**src/rtl/smc_pkg.sv**
```systemverilog
// smc_pkg: shared widths, device record and driver state encoding
// for the SMC sequential front end.
package smc_pkg;

   localparam int DW      = 3;
   localparam int OW      = 8;
   localparam int NUM_DEV = 6;

   typedef struct packed {
      logic [DW-1:0] w;
      logic [DW-1:0] vgs;
      logic [DW-1:0] vds;
   } dev_t;

   typedef enum logic [1:0] {
      ST_IDLE,
      ST_LOAD,
      ST_SETTLE,
      ST_OUT
   } state_t;

endpackage

```
**src/rtl/smc_driver.sv**
```systemverilog
// smc_driver: collects six MOSFET records over a 6-beat valid/ready
// stream, holds them stable for SMC, waits SETTLE cycles, then
// captures out_n and strobes out_valid for one cycle.
// Ports:
//   clk, rst            clock, async active-high reset
//   in_valid/in_ready   host beat handshake
//   in_mode,in_w,       beat payload (mode used on beat 0 only)
//   in_vgs,in_vds
//   mode,W_*,V_GS_*,    registered, stable inputs to SMC
//   V_DS_*
//   out_n               SMC result
//   out_valid           one-cycle result strobe
//   out_result          captured out_n, held until next capture
//   tx_count            completed transactions, modulo 256
module smc_driver #(
   parameter int SETTLE = 1,
   parameter int DW     = smc_pkg::DW,
   parameter int OW     = smc_pkg::OW
) (
   input  logic          clk,
   input  logic          rst,
   input  logic          in_valid,
   output logic          in_ready,
   input  logic [1:0]    in_mode,
   input  logic [DW-1:0] in_w,
   input  logic [DW-1:0] in_vgs,
   input  logic [DW-1:0] in_vds,
   output logic [1:0]    mode,
   output logic [DW-1:0] W_0,
   output logic [DW-1:0] W_1,
   output logic [DW-1:0] W_2,
   output logic [DW-1:0] W_3,
   output logic [DW-1:0] W_4,
   output logic [DW-1:0] W_5,
   output logic [DW-1:0] V_GS_0,
   output logic [DW-1:0] V_GS_1,
   output logic [DW-1:0] V_GS_2,
   output logic [DW-1:0] V_GS_3,
   output logic [DW-1:0] V_GS_4,
   output logic [DW-1:0] V_GS_5,
   output logic [DW-1:0] V_DS_0,
   output logic [DW-1:0] V_DS_1,
   output logic [DW-1:0] V_DS_2,
   output logic [DW-1:0] V_DS_3,
   output logic [DW-1:0] V_DS_4,
   output logic [DW-1:0] V_DS_5,
   input  logic [OW-1:0] out_n,
   output logic          out_valid,
   output logic [OW-1:0] out_result,
   output logic [7:0]    tx_count
);

   import smc_pkg::*;

   localparam logic [3:0] CNT_INIT = 4'(SETTLE - 1);
   localparam logic [2:0] LAST     = 3'(NUM_DEV - 1);

   state_t        r_state;
   logic [2:0]    r_idx;
   logic [3:0]    r_cnt;
   logic [1:0]    r_mode;
   logic [DW-1:0] r_w   [NUM_DEV];
   logic [DW-1:0] r_vgs [NUM_DEV];
   logic [DW-1:0] r_vds [NUM_DEV];
   logic          r_ovalid;
   logic [OW-1:0] r_result;
   logic [7:0]    r_tx;

   logic          w_ready;
   logic          w_acc;
   logic [2:0]    w_slot;

   assign w_ready = (r_state != ST_SETTLE);
   assign w_acc   = in_valid && w_ready;
   // IDLE and OUT always start a new record set at slot 0
   assign w_slot  = (r_state == ST_LOAD) ? r_idx : 3'd0;

   always_ff @(posedge clk or posedge rst) begin
      if (rst) begin
         r_state  <= ST_IDLE;
         r_idx    <= '0;
         r_cnt    <= '0;
         r_mode   <= '0;
         r_ovalid <= 1'b0;
         r_result <= '0;
         r_tx     <= '0;
         for (int i = 0; i < NUM_DEV; i++) begin
            r_w[i]   <= '0;
            r_vgs[i] <= '0;
            r_vds[i] <= '0;
         end
      end else begin
         if (w_acc) begin
            r_w[w_slot]   <= in_w;
            r_vgs[w_slot] <= in_vgs;
            r_vds[w_slot] <= in_vds;
            if (w_slot == 3'd0) r_mode <= in_mode;
         end
         unique case (r_state)
            ST_IDLE: begin
               if (w_acc) begin
                  r_idx   <= 3'd1;
                  r_state <= ST_LOAD;
               end
            end
            ST_LOAD: begin
               if (w_acc) begin
                  if (r_idx == LAST) begin
                     r_idx   <= '0;
                     r_cnt   <= CNT_INIT;
                     r_state <= ST_SETTLE;
                  end else begin
                     r_idx <= r_idx + 3'd1;
                  end
               end
            end
            ST_SETTLE: begin
               if (r_cnt == 4'd0) begin
                  r_result <= out_n;
                  r_ovalid <= 1'b1;
                  r_tx     <= r_tx + 8'd1;
                  r_state  <= ST_OUT;
               end else begin
                  r_cnt <= r_cnt - 4'd1;
               end
            end
            ST_OUT: begin
               r_ovalid <= 1'b0;
               if (w_acc) begin
                  r_idx   <= 3'd1;
                  r_state <= ST_LOAD;
               end else begin
                  r_state <= ST_IDLE;
               end
            end
            default: r_state <= ST_IDLE;
         endcase
      end
   end

   assign in_ready   = w_ready;
   assign mode       = r_mode;
   assign out_valid  = r_ovalid;
   assign out_result = r_result;
   assign tx_count   = r_tx;

   assign W_0    = r_w[0];
   assign W_1    = r_w[1];
   assign W_2    = r_w[2];
   assign W_3    = r_w[3];
   assign W_4    = r_w[4];
   assign W_5    = r_w[5];
   assign V_GS_0 = r_vgs[0];
   assign V_GS_1 = r_vgs[1];
   assign V_GS_2 = r_vgs[2];
   assign V_GS_3 = r_vgs[3];
   assign V_GS_4 = r_vgs[4];
   assign V_GS_5 = r_vgs[5];
   assign V_DS_0 = r_vds[0];
   assign V_DS_1 = r_vds[1];
   assign V_DS_2 = r_vds[2];
   assign V_DS_3 = r_vds[3];
   assign V_DS_4 = r_vds[4];
   assign V_DS_5 = r_vds[5];

endmodule

```
**config.mk**
```make
export PLATFORM = sky130hd
export DESIGN_NAME = smc_driver
export DESIGN_NICKNAME = d
export VERILOG_FILES = /design/src/rtl/smc_pkg.sv /design/src/rtl/smc_driver.sv
export SDC_FILE = /design/constraint.sdc
export NUM_CORES = 1
export LEC_CHECK = 0
export CORE_MARGIN = 5
export CORE_UTILIZATION = 40
export CTS_CLUSTER_SIZE = 14
export DETAILED_ROUTE_END_ITERATION = 7
export PLACE_DENSITY_LB_ADDON = 0.25
export SLEW_MARGIN = 5
export SYNTH_ARGS = -nofsm -noshare
export SYNTH_HDL_FRONTEND = slang
export SYNTH_SLANG_ARGS = --single-unit
```
**constraint.sdc**
```tcl
create_clock -name clk -period 2.12 [get_ports clk]
set_input_delay 0.212 -clock clk [delete_from_list [all_inputs] [get_ports clk]]
set_output_delay 0.212 -clock clk [all_outputs]
set_load 0.03 [all_outputs]
```
==> impl_metrics.ini <==
[status]
outcome = finished, final reports clean

[critical_path]
worstPathMaxFanout = 9
rrSetupSlack_ns = 0.10
rr_endpoint = out_result[2]
critPathArrivalTime_ns = 2.25
cp-start-kind = flip-flop
worstSetupEndpointType = flip-flop
critPathRequiredTime_ns = 2.35
worstReg2RegStart = r_state[0]
reg2reg_depth = 6
criticalPathCategory = flip-flop to flip-flop

[power_and_ir_drop]
intPower_uw = 4745
power.switching_uw = 3118
pwr-share-comb = 0.511
p_per_area_nw_per_um2 = 1612
p_sw_frac = 0.3966
p_leak_uw = 0.002206
ir_drop_uv = 720.4
seqPwrFrac = 0.331
clockPowerShare = 0.158

[synthesis]
yosysTopAreaCellShare = 0.5820
synth_area_per_cell_um2 = 14.57
synth_ff_type = dfrtp_1
synth_top_cells_by_count = dfrtp_1 (82), mux2_2 (56), ha_1 (10), nand2_1 (10), mux2_4 (9)
async_flop_share = 1.000
postSynthCellCount = 242
yosys_register_bits = 82
syn_nets = 274
yosysSeqAreaShare = 0.5820
ys_types = 42
yosys.area.top_type = dfrtp_1
ys_warn_count = 0
syn-cell-area_um2 = 3526
yosysMostFrequentCell = dfrtp_1
synth-edff-count = 0
yosys-top-cells-area = dfrtp_1 (58%), mux2_2 (18%), mux2_4 (3.8%), ha_1 (3.5%), xnor2_1 (1.5%)

[cells_and_area]
layout-drive-gt1-share = 0.2768
final_cell_area_um2 = 4877
utilization = 0.5648
num_antenna_cells = 0
area_delta_synth_final_pct = 38.33
nets = 381
fin_cells = 462

[floorplan]
std_cell_rows = 34
die_x_um = 103.9
core_um2 = 8636
initial_core_util = 0.4083
die_h_um = 103.9
die-area_um2 = 10790
io_pins = 96

[route]
drt_pass1_iterations = 4
routedWlPerCell_um = 16.56
route.detailed.drc = 0
ant_nets = 0
vias = 2306
via_per_inst = 4.991
drt_iter0_drc = 41
routed_wl_um = 7651

[cts]
h-tree-depth = 3
path_clk_slew_ns = 0.08
clock-sinks = 82
clk_latency_ns = 0.35
cts_max_path_buffers = 2
numCtsBuffers = 9
cts-root-buf = clkbuf_8
tritoncts = yes

[sta]
finalCriticalPeriod_ns = 2.017
finalHoldViolCount = 0
clock.fmax_mhz = 495.7
slew_headroom = 0.6530
rsz0062_at_grt = true
setup_viol = 0
finalMaxSlewViolations = 0
clock_skew_ns = 0.01293
tightestPinTransition_ns = 0.5195
period_share = 0.9515
setup_tns_ns = 0

[placed_design]
dp_hpwl_um = 5526
gp_congestion = 0.7895
io_buffer_count = 95
dp_cells = 445
place_area_um2 = 4647

[worst_hold_path]
hold_path.class = primary input to async pin

[run]
cap_violations = 0

[global_routing]
grt_pass1_vias = 2485
antenna_found_initial = 0
grt.total_usage = 0.1507
gr-total-overflow = 0
grt_pass1_wl_um = 13170
grt_max_degree = 44
power by group through the flow:
stage	registers [uW]	clock network, uW	logic (uW)
2_1_floorplan	3640	0	1450
3_3_place_gp	2610	0	4000
3_5_place_dp	2630	0	4050
4_1_cts	2610	1280	4060
5_1_grt	2700	1370	4290
6_report	2600	1240	4020
worst max path at each step:
stage	startpoint	to	slack [ns]
after floorplan	r_state[0]	V_DS_2[0]	0.18
after global placement	in_valid	V_DS_5[2]	0.14
after detailed placement	r_state[0]	V_DS_5[2]	0.04
after CTS	r_state[0]	V_DS_5[2]	0.04
after global routing	r_state[1]	V_GS_1[2]	-0.001
final	r_state[0]	out_result[2]	0.10
metrics by stage:
stage	total power, uW	hold WS [ns]	setup slack (ns)
floorplan	5086	0.3437	0.1834
global placement	6604	0.4626	0.1359
detailed placement	6678	0.4653	0.03815
CTS	7944	0.2422	0.03710
global route	8357	0.2504	-0.001056
finish	7863	0.2452	0.1028
area by class of cell:
| cell class | count | area [um2] |
|---|---|---|
| well taps | 108 | 135.1 |
| clock buffers | 11 | 131.4 |
| clock inverters | 5 | 85.08 |
| flip-flops and latches | 82 | 2052 |
| repair buffers | 104 | 1042 |
| fillers | 724 | 3759 |
| inverters | 8 | 33.78 |
| multi-input cells | 144 | 1398 |
layout by cell type (no fill, tap or decap), drive strengths merged, types with 3 or more instances in the layout:
cell type and n:
dfrtp 82, mux2i 4, nand3b 3, buf 9, ha 10, nand2 10, clkbuf 11, clkdlybuf4s50 94
nand3 6, nand2b 5, inv 9, nor2 4, or3 3, mux2 66, and3 4, xnor2 6
critical path, cell delays in order, from the launching register on:
cell	delay [ns]
dfrtp_1	0.41
inv_1	0.17
ha_1	0.25
buf_4	0.18
and4bb_2	0.35
buf_4	0.21
mux2_2	0.34
routing by layer:
layer | vias up | wire (um) | GRT usage | share of wire
met3 | 9 | 478 | 0.05649 | 0.062
met4 | 0 | 95 | 0.04440 | 0.012
li1 | 1079 | - | - | -
met2 | 51 | 3747 | 0.2377 | 0.49
met1 | 1167 | 3329 | 0.1937 | 0.44
met5 | - | 0 | 0 | 0
cells by family (layout without fill, tap and decap cells):
family	Yosys count	count (layout)	synth area share
mux	70	70	0.2317
buf+inv	16	128	0.02378
simple gates	43	43	0.07701
flops	82	82	0.5820
fa+ha+maj	10	10	0.03549
xor+xnor	7	7	0.01739
compound gates	14	14	0.03265
repair_timing:
action / in CTS / in global routing
gates resized for setup: 1 / 1
pin swaps: 0 / 0
setup endpoints to repair: 1 / 30
buffers inserted: 0 / 1
hold buffers: 0 / 0
Note: power is estimated with default switching activity, not from simulation.
